--- src/rtl/run_scan_ctrl_if.sv ---
`default_nettype none
// ---------------------------------------------------------------------------
// run_scan_ctrl_if : word/result handshake and detector pins of run_scan_ctrl
// Revision: 1.0
// ---------------------------------------------------------------------------
interface run_scan_ctrl_if #(
   parameter int WIDTH = 8,
   parameter int CNT_W = $clog2(WIDTH + 1)
);
   logic             in_valid;
   logic             in_ready;
   logic [WIDTH-1:0] in_word;
   logic             abort;
   logic             det_rst;
   logic             det_data;
   logic             det_hit;
   logic             out_valid;
   logic             out_ready;
   logic [CNT_W-1:0] out_count;
   logic [CNT_W-1:0] out_first;
   logic             out_any;

   modport master (
      output in_valid, in_word, abort, det_hit, out_ready,
      input  in_ready, det_rst, det_data, out_valid, out_count, out_first, out_any
   );

   modport slave (
      input  in_valid, in_word, abort, det_hit, out_ready,
      output in_ready, det_rst, det_data, out_valid, out_count, out_first, out_any
   );
endinterface
`default_nettype wire

--- src/rtl/run_scan_ctrl.sv ---
`default_nettype none
// ---------------------------------------------------------------------------
// run_scan_ctrl : streams a word MSB-first into the run detector, counts hits
// Revision: 1.0
// ---------------------------------------------------------------------------
module run_scan_ctrl #(
   parameter int WIDTH = 8,
   parameter int CNT_W = $clog2(WIDTH + 1)
) (
   input  logic           clk,
   input  logic           rst,
   run_scan_ctrl_if.slave bus
);
   localparam logic [1:0] c_st_idle  = 2'd0;
   localparam logic [1:0] c_st_shift = 2'd1;
   localparam logic [1:0] c_st_drain = 2'd2;
   localparam logic [1:0] c_st_done  = 2'd3;

   localparam logic [CNT_W-1:0] c_last = CNT_W'(WIDTH - 1);
   localparam logic [CNT_W-1:0] c_one  = CNT_W'(1);

   logic [1:0]       r_state;
   logic [WIDTH-1:0] r_sreg;
   logic [CNT_W-1:0] r_k;
   logic [CNT_W-1:0] r_count;
   logic [CNT_W-1:0] r_first;
   logic             r_any;

   // Detector output trails its data by one cycle, so the hit seen at k is bit k-1.
   logic w_hit_valid;
   assign w_hit_valid = bus.det_hit && (r_k != '0);

   always_ff @(posedge clk or negedge rst) begin
      if (!rst) begin
         r_state <= c_st_idle;
         r_sreg  <= '0;
         r_k     <= '0;
         r_count <= '0;
         r_first <= '0;
         r_any   <= 1'b0;
      end else begin
         case (r_state)
            c_st_idle: begin
               if (bus.in_valid) begin
                  r_sreg  <= bus.in_word;
                  r_k     <= '0;
                  r_count <= '0;
                  r_first <= '0;
                  r_any   <= 1'b0;
                  r_state <= c_st_shift;
               end
            end
            c_st_shift, c_st_drain: begin
               if (bus.abort) begin
                  r_k     <= '0;
                  r_count <= '0;
                  r_first <= '0;
                  r_any   <= 1'b0;
                  r_state <= c_st_idle;
               end else begin
                  if (w_hit_valid) begin
                     r_count <= r_count + c_one;
                     if (!r_any) begin
                        r_first <= r_k - c_one;
                        r_any   <= 1'b1;
                     end
                  end
                  if (r_state == c_st_shift) begin
                     r_sreg <= {r_sreg[WIDTH-2:0], 1'b0};
                     r_k    <= r_k + c_one;
                     if (r_k == c_last) begin
                        r_state <= c_st_drain;
                     end
                  end else begin
                     r_state <= c_st_done;
                  end
               end
            end
            c_st_done: begin
               if (bus.out_ready) begin
                  r_state <= c_st_idle;
               end
            end
            default: r_state <= c_st_idle;
         endcase
      end
   end

   assign bus.in_ready  = (r_state == c_st_idle);
   assign bus.det_rst   = (r_state == c_st_idle) || (r_state == c_st_done);
   assign bus.det_data  = (r_state == c_st_shift) ? r_sreg[WIDTH-1] : 1'b0;
   assign bus.out_valid = (r_state == c_st_done);
   assign bus.out_count = r_count;
   assign bus.out_first = r_first;
   assign bus.out_any   = r_any;
endmodule
`default_nettype wire

--- src/flat_wrapper.sv ---
// flat-port wrapper written by rule: the top's interface ports become plain ports
module run_scan_ctrl_flat 
#(
   parameter int WIDTH = 8,
   parameter int CNT_W = $clog2(WIDTH + 1)
)
  (clk, rst, bus_in_valid, bus_in_word, bus_abort, bus_det_hit, bus_out_ready, bus_in_ready, bus_det_rst, bus_det_data, bus_out_valid, bus_out_count, bus_out_first, bus_out_any);
  run_scan_ctrl_if #(.WIDTH(WIDTH), .CNT_W(CNT_W)) bus_i ();
  input  logic clk;
  input  logic rst;
  input wire logic [$bits(bus_i.in_valid)-1:0] bus_in_valid;
  input wire logic [$bits(bus_i.in_word)-1:0] bus_in_word;
  input wire logic [$bits(bus_i.abort)-1:0] bus_abort;
  input wire logic [$bits(bus_i.det_hit)-1:0] bus_det_hit;
  input wire logic [$bits(bus_i.out_ready)-1:0] bus_out_ready;
  output wire logic [$bits(bus_i.in_ready)-1:0] bus_in_ready;
  output wire logic [$bits(bus_i.det_rst)-1:0] bus_det_rst;
  output wire logic [$bits(bus_i.det_data)-1:0] bus_det_data;
  output wire logic [$bits(bus_i.out_valid)-1:0] bus_out_valid;
  output wire logic [$bits(bus_i.out_count)-1:0] bus_out_count;
  output wire logic [$bits(bus_i.out_first)-1:0] bus_out_first;
  output wire logic [$bits(bus_i.out_any)-1:0] bus_out_any;
  assign bus_i.in_valid = bus_in_valid;
  assign bus_i.in_word = bus_in_word;
  assign bus_i.abort = bus_abort;
  assign bus_i.det_hit = bus_det_hit;
  assign bus_i.out_ready = bus_out_ready;
  assign bus_in_ready = bus_i.in_ready;
  assign bus_det_rst = bus_i.det_rst;
  assign bus_det_data = bus_i.det_data;
  assign bus_out_valid = bus_i.out_valid;
  assign bus_out_count = bus_i.out_count;
  assign bus_out_first = bus_i.out_first;
  assign bus_out_any = bus_i.out_any;
  run_scan_ctrl #(.WIDTH(WIDTH), .CNT_W(CNT_W)) u_core (.clk(clk), .rst(rst), .bus(bus_i));
endmodule
--- config.mk ---
export PLATFORM = sky130hd
export DESIGN_NAME = run_scan_ctrl_flat
export DESIGN_NICKNAME = d
export VERILOG_FILES = /design/src/rtl/run_scan_ctrl_if.sv /design/src/rtl/run_scan_ctrl.sv /design/src/flat_wrapper.sv
export SDC_FILE = /design/constraint.sdc
export NUM_CORES = 1
export LEC_CHECK = 0
export CORE_UTILIZATION = 35
export DETAILED_ROUTE_END_ITERATION = 6
export SLEW_MARGIN = 20
export SYNTH_ARGS = -nofsm -noshare
export SYNTH_HDL_FRONTEND = slang
export SYNTH_SLANG_ARGS = --single-unit
--- constraint.sdc ---
create_clock -name clk -period 1.73 [get_ports clk]
set_input_delay 0.519 -clock clk [delete_from_list [all_inputs] [get_ports clk]]
set_output_delay 0.519 -clock clk [all_outputs]
set_load 0.005 [all_outputs]
# == Word-level counts from Yosys, hierarchy flattened ==
# Cells that the tools add are included.
# Widths: inputs -> output; s select.
# totals
reg_bits,23
inputBits,14
out_inout_bits,13
wordCells,58
# classes
n_addsub,3
n_eq_ne,12
n_mux,26
reduce_logical,11
# ops
operator,count
$mux 4,8
$mux 8,3
$pmux 4 s2,3
$pmux 8 s2,1
$mux 2,5
$reduce_and 3->1,3
$add 4x1->4 const B,2
$reduce_and 4->1,2
$ne 2x2->1 const B,3
$ne 3x2->1 const B,2
$pmux 2 s3,1
$eq 2x2->1 const B,2
$eq 4x3->1 const B,1
$mux 1,4
$ne 4x4->1 const B,1
$reduce_bool 4->1,1
$sub 4x1->4 const B,1
$ne 3x3->1 const B,1
$eq 2x1->1 const B,1
$logic_not 2->1,1
$ne 2x1->1 const B,1
$pmux 1 s2,1
$reduce_bool 2->1,1
$reduce_or 2->1,1
2 further kinds,2

# == Logic depth before layout (Yosys ltp) ==
# Gate-level depths: netlist of run 1.
# depth
depth_word,5
mapped_depth,7
ltp_nobuf,6

# == Least setup slack after synthesis of run 1 ==
# No wires, ideal clock.
# synth_path
path_kind,register -> register
from,register u_core.r_state[0]
to,register u_core.r_state[0]
setup_time_ns,0.138
arrival_ns,1.568
t_required_ns,1.592
path_slack_ns,0.023
path_stages_with_launch,7
path_buffers,1
period_less_slack_ns,1.707
path_cell_list,dfrtp_1 -> inv_1 -> ha_1 -> buf_4 -> nor2b_1 -> a311oi_1 -> o21ai_0
# synth_between
elab_chain_cells,4
word_cells_on_any_way,12
cone_classes,eq/ne (6); mux (3); reduce/logical (3)
# synth_lines
element,line,source
"start, declared",run_scan_ctrl.sv:22,logic [1:0] r_state;
"start signal, assigned",run_scan_ctrl.sv:35,r_state <= c_st_idle;
"start signal, assigned",run_scan_ctrl.sv:50,r_state <= c_st_shift;
"start signal, assigned",run_scan_ctrl.sv:59,r_state <= c_st_idle;
$eq 2x2->1 or $eq 2x1->1 (tied branches),"run_scan_ctrl.sv:42, run_scan_ctrl.sv:68",
$reduce_or 2->1 or $mux 2 (tied branches),"run_scan_ctrl.sv:42, run_scan_ctrl.sv:68",
$ne 4x4->1 (no source line) or $mux 2 (tied branches),-,
$reduce_and 3->1 (no source line) or $pmux 2 s3 (tied branches),-,
# Parallel ways exist; a longest one is shown, timed or not.
# A chain may end at the register's enable or synchronous reset.

# == Final worst setup path of run 1 ==
# layout_path
from,register u_core.r_state[1]
to,output bus_det_data
# layout_between
elab_chain_cells,2
# layout_lines
element,line,source
$eq 2x1->1,run_scan_ctrl.sv:91,assign bus.det_data = (r_state == c_st_shift) ? r_sreg[WIDTH-1] : 1'b0;
$mux 1,run_scan_ctrl.sv:91,
"end, declared",flat_wrapper.sv:18,output wire logic [$bits(bus_i.det_data)-1:0] bus_det_data;
# No other way between the ends.

==> results.md, run 1 <==
- Initial antenna violation count: 0
- Switching share of power: 0.379
- Crit-path cells: inv_2 -> buf_6 -> ha_4 -> and2_4 -> buf_6
- Static Leak: a little over 1 nW
- VDD IR max: roughly 0.75 mV
- Final period utilization: 1.06
- Starting Density: 0.376
- Clock transition at the registers of the reported paths: 0.14 ns
- Dpl ws: -0.196 ns
- Critical path's slowest cell: dfrtp_1
- Row cnt: 21
- GRT Max-Usage Layer: met2
- Pin count of the biggest net entering global routing: 24
- Syn_nets: roughly 150
- Post-DP HPWL: around 2.1 mm
- Int Pwr: around 2.0 mW
- Worst EP arrival: 1.31 ns
- PD cells: 1610 mW/mm^2
- FFs w/ async S/R, synth: 1.00
- Failing checks: setup timing
- DRC viols: 0
- Avg Vias per Cell: between 5 and 6
- Ports: 27
- Most frequent cells in the layout: buf_4, dfrtp_1, clkdlybuf4s50_1
- Mean post-synth cell area: just over 10 um^2
- Area Overhead vs Synth: 55.5%
- Diodes inserted: 0
- Layout cells sized above 1: 0.335
- M1 GR Usage: 0.169
- Routed WL per cell: ~13 um
- Die Y-Extent: between 60 and 70 um
- Crit-path max FO: 3
- CTS Sinks: 23
- Final Net Count: approximately 210
- RePlAce Congestion: slightly above 0.8
- Post-synth design cell area: between 0.001 and 0.0015 mm^2
- Startpoint types: flip-flop
- Final setup viols: 3
- Slew HR: 0.777
- Status: finished, violations left
- DIE AREA: just under 0.004 mm^2
- Via count: approximately 1,200
- Worst Hold Class: input pin to asynchronous set/reset pin
- GR Overflow Total: 0
- Fin. Hold Viols: 0
- Crit. End Element: output port
- CTS tree: yes
- Commonest non-fill, non-tap cell in the layout: buf_4
- Maxcap violations: 0
- Final WS setup: -0.0974 ns
- CORE AREA: ~0.0034 mm^2
- Clock share of power: 0.084
- CTS Buf Count: 3
- Post-synth EDFFs: 0
- CTS hold repair buffers: 0
- Crit Path Class: flip-flop to output port
- GR Util met2: 0.287
- Yosys cell types: 35
- Root buf cell: clkbuf_4
- Critical Path RT: 1.21 ns
- Clock insertion delay at the later pin of the skew report: roughly 0.33 ns
- Clock buffer depth: 2
- Iteration-0 DRC Markers: 34
- Combinational share of power: 0.674
- Sequential area share after synthesis: 0.448
- Main synth FF type: dfrtp_1
- GR Util All Layers: 0.157
- Met3 Resource Use GR: 0.0255
- Pre-antenna DRT Iters: 4
- Vias in the first global route: ~1,200
- Post-route ant nets: 0
- Most used cell along the critical path: buf_6
- Clock Skew: roughly 0.0057 ns
- Mapped Cells: 125
- Final min period: ~1.8 ns
- Count of input and output buffers: 26
- Synth Register Bits: 23
- Filler instances: a little over 300
- Slowest stage delay, CP: around 0.40 ns
- Die width: 62.6 um
- H-Tree Depth: 1
- Max Slew Vio Count: 0
- Final Util: 0.585
- WL final: 3.11 mm
- Max Fclk: about 0.55 GHz
- Net Sw Power: between 1 and 1.5 mW
- Yosys warns: 0
- Global-route wire length before repair: 4.84 mm
- Unrepaired setup endpoints after global routing: true
- Slew @ Worst Pin: ~0.33 ns
- Reg power frac: 0.242
## cells by family (layout without fill, tap and decap cells)
group                    after synthesis  after routing  share of synthesized area
AO/OA/AOI/OAI                         33             33                      0.176
buffers and inverters                 11             74                     0.0419
multiplexers                           8              8                     0.0633
AND/OR/NAND/NOR                       40             40                      0.179
flip-flops                            23             23                      0.448
adder cells (fa/ha/maj)                8              8                     0.0779
XOR/XNOR                               2              2                     0.0136
## critical path: cells and delay by family, from the launching register on
family | cells | cell delay, ns
flops | 1 | 0.40
buf+inv | 3 | 0.29
fa+ha+maj | 1 | 0.15
simple gates | 1 | 0.13
## repair_timing
item / CTS / global route
setup endpoints to repair: 27 / 29
endpoints found under the hold margin: 0 / 0
setup buffers: 13 / 5
pin swaps: 2 / 4
gates cloned: 0 / 1
gates resized for setup: 35 / 14
## registers in the layout, indices dropped and copies added, names as in the netlist
| signal | count |
|---|---|
| u_core.r_k | 4 |
| u_core.bus.out_any | 1 |
| u_core.bus.out_first | 4 |
| u_core.r_sreg | 8 |
| u_core.bus.out_count | 4 |
| u_core.r_state | 2 |
## routing by layer
metal | routed length [um] | part of all wire
met1 | 1270 | 0.41
met2 | 1640 | 0.53
met3 | 137 | 0.044
met4 | 62 | 0.020
met5 | 0 | 0
## cell usage after synthesis (all sizes together), types with 2 or more instances
master / count / share of area
and2: 2 / 0.0097
nand4: 2 / 0.0097
nor2: 11 / 0.032
inv: 8 / 0.023
nor2b: 5 / 0.032
nand3: 3 / 0.012
nor3b: 2 / 0.016
a21oi: 12 / 0.053
nand2: 8 / 0.023
xnor2: 2 / 0.014
ha: 8 / 0.078
dfrtp: 23 / 0.45
nor3: 2 / 0.017
mux2i: 7 / 0.055
nand2b: 2 / 0.0097
buf: 3 / 0.018
o21ai: 11 / 0.043
o2bb2ai: 4 / 0.027
## stage by stage
stage	area [um^2]	hold WS [ns]	power, mW	instances	TNS, ns
3_3_place_gp	1720	0.476	2.36	211	-2.94
5_1_grt	2000	0.564	3.45	234	-0.797
6_report	2000	0.530	3.21	234	-0.193
3_5_place_dp	1720	0.474	2.41	211	-3.57
4_1_cts	1900	0.532	2.92	228	-0.191
2_1_floorplan	1280	0.223	1.78	125	0
## power by group through the flow
| stage | registers [mW] | logic, mW | clock network, mW |
|---|---|---|---|
| floorplan | 0.792 | 0.985 | 0 |
| global placement | 0.783 | 1.57 | 0 |
| detailed placement | 0.791 | 1.62 | 0 |
| CTS | 0.777 | 1.86 | 0.282 |
| global route | 0.798 | 2.36 | 0.300 |
| finish | 0.777 | 2.17 | 0.270 |
## final timing paths
check / startpoint / endpoint / slack (ns) / cells past startpoint
setup / recovery: u_core.r_state[1] / bus_det_data / -0.1 / 5
hold / removal: rst / u_core.bus.out_any / 0.53 / 2
setup reg to reg: u_core.r_state[1] / u_core.r_sreg[4] / 0.02 / 8
hold reg to reg: u_core.r_sreg[7] / u_core.r_sreg[7] / 0.53 / 2
max in group asynchronous: rst / u_core.r_sreg[4] / 0.97 / 2
min in group clk: u_core.r_sreg[7] / u_core.r_sreg[7] / 0.53 / 2
## cell type report
type,instances,area (um^2),area share
Clock inverter,1,7.51,0.00376
Tap cell,46,57.6,0.0288
Timing Repair Buffer,62,603,0.302
Sequential cell,23,576,0.288
Multi-Input combinational cell,91,702,0.351
Clock buffer,3,22.5,0.0113
Inverter,8,30.0,0.0150
(Power assumes the default switching activity.)
==> run 2, diff against run 1 <==
==> constraint.sdc (replaced) <==
create_clock -name clk -period 1.73 [get_ports clk]
set_input_delay 0.173 -clock clk [delete_from_list [all_inputs] [get_ports clk]]
set_output_delay 0.173 -clock clk [all_outputs]
set_load 0.005 [all_outputs]
==> results.md, run 2 (synthesis gave the netlist of run 1 again) <==
- Status: complete, no violations
- R2R setup slack: 0.04 ns
- Combinational share of power: 0.627
- Maxcap violations: 0
- Final TNS setup: 0 ns
- Clock buffer depth: 2
- Worst Hold Class: input pin to asynchronous set/reset pin
- Die width: 62.6 um
- Max Slew Vio Count: 0
- Routed WL per cell: approximately 13 um
- Int Pwr: between 1.5 and 2 mW
- Critical Path RT: 1.99 ns
- Vias in the first global route: ~1,100
- Static Leak: approximately 0.81 nW
- Post-route ant nets: 0
- Final Net Count: slightly below 200
- Switching share of power: 0.397
- Final min period: between 1.5 and 2 ns
- DRC viols: 0
- Via count: about 1,100
- Startpoint types: flip-flop
- H-Tree Depth: 1
- Crit. End Element: flip-flop
- FF-to-FF path depth: 7
- Root buf cell: clkbuf_4
- Pre-antenna DRT Iters: 4
- GR Util All Layers: 0.155
- Clock insertion delay at the later pin of the skew report: roughly 0.31 ns
- Worst EP arrival: around 2.0 ns
- Max Fclk: between 0.5 and 0.6 GHz
- Clock transition at the registers of the reported paths: approximately 0.13 ns
- CORE AREA: between 0.003 and 0.004 mm^2
- VDD IR max: about 0.77 mV
- CTS Buf Count: 3
- Fin. Hold Viols: 0
- Dpl ws: -0.0461 ns
- Final Total Pwr: around 2.8 mW
- Count of input and output buffers: 26
- Clock Skew: ~0.0047 ns
- PD cells: approximately 1500 mW/mm^2
- WL final: between 2 and 3 mm
- Die Y-Extent: between 60 and 70 um
- Diodes inserted: 0
- RePlAce Congestion: 0.785
- Worst Setup SP: u_core.r_state[0]
- DIE AREA: about 0.0039 mm^2
- Area Overhead vs Synth: 40.9%
- Final period utilization: 0.977
- Most flops, register: u_core.r_sreg
- Starting Density: 0.376
- Worst r2r src: u_core.r_state[0]
- Layout cells sized above 1: 0.229
- Ports: 27
- Unrepaired setup endpoints after global routing: true
- Clock share of power: 0.091
- Slew @ Worst Pin: between 0.4 and 0.5 ns
- Post-DP HPWL: 2.06 mm
- Slew HR: 0.682
- Global-route wire length before repair: 4.77 mm
- Pin count of the biggest net entering global routing: 24
- Iteration-0 DRC Markers: 18
- Most frequent cells in the layout: dfrtp_1, clkdlybuf4s50_1, buf_4
- Net Sw Power: about 1.1 mW
- Avg Vias per Cell: between 5 and 6
- Final setup viols: 0
- Max reg flops: 8
- Reg-to-reg endpoint: u_core.bus.out_count[2]
- CTS Sinks: 23
- Reg power frac: 0.282
- Post-route cell area: about 0.0018 mm^2
- Row cnt: 21
- Crit Path Class: flip-flop to flip-flop
- CTS tree: yes
- Crit-path max FO: 7
- Area post-placement: between 0.0015 and 0.002 mm^2
- Initial antenna violation count: 0
- Final WS setup: between 0.03 and 0.04 ns
- Commonest non-fill, non-tap cell in the layout: dfrtp_1
- GR Overflow Total: 0
-- run 2: changes by cell type in the layout (fill, tap and decap cells not counted), sizes merged --
cell,delta
buf,-19
clkbuf,-2
clkinvlp,-1
dlygate4sd2,-1
clkinv,+1
dlymetal6s2s,-4
clkdlybuf4s15,-1
clkdlybuf4s50,+9
-- run 2: power groups by stage --
stage	registers [mW]	clock network (mW)	logic, mW
2_1_floorplan	0.792	0	0.985
3_3_place_gp	0.790	0	1.50
4_1_cts	0.779	0.272	1.66
6_report	0.777	0.250	1.73
3_5_place_dp	0.801	0	1.51
5_1_grt	0.798	0.291	1.90
-- run 2: layout make-up --
class | instances | area [um^2]
clock inverters | 1 | 5.00
fillers | 319 | 1610
repair buffers | 44 | 407
multi-input cells | 91 | 711
clock buffers | 3 | 22.5
inverters | 8 | 32.5
flip-flops and latches | 23 | 576
well taps | 46 | 57.6
-- run 2: critical path: stages, from the launching register on --
cell and delay [ns]:
dfrtp_1 0.39, buf_4 0.13, inv_4 0.04, ha_4 0.28, nand2b_2 0.11, nor3_4 0.33
and4b_1 0.25, a211o_1 0.11
-- run 2: worst max path at each step --
stage | to | slack [ns]
after floorplan | u_core.r_state[0] | 0.02
after global placement | u_core.bus.out_count[2] | 0.07
after detailed placement | u_core.bus.out_count[2] | -0.05
after CTS | bus_out_valid | 0.02
after global routing | u_core.bus.out_count[2] | -0.05
final | u_core.bus.out_count[2] | 0.04
-- run 2: per-layer routing --
metal  vias to the layer above  share of wire  global-route usage
li1                        532              -                   -
met1                       519           0.44               0.188
met2                        30           0.49               0.261
met3                         8          0.046              0.0328
met4                         0          0.019              0.0756
met5                         -              0                   0
-- run 2: through the flow --
stage	instances	utilization	hold WS, ns
detailed placement	205	0.490	0.480
CTS	215	0.521	0.195
global route	216	0.530	0.207
finish	216	0.530	0.203
floorplan	125	-	-0.123
global placement	205	0.490	0.476
-- run 2: what timing repair did --
item,in CTS,in global routing
pin swaps,1,3
gates resized for setup,10,9
buffers inserted,6,1
cloned,0,0
endpoints found under the setup margin,7,21
hold buffers,0,0
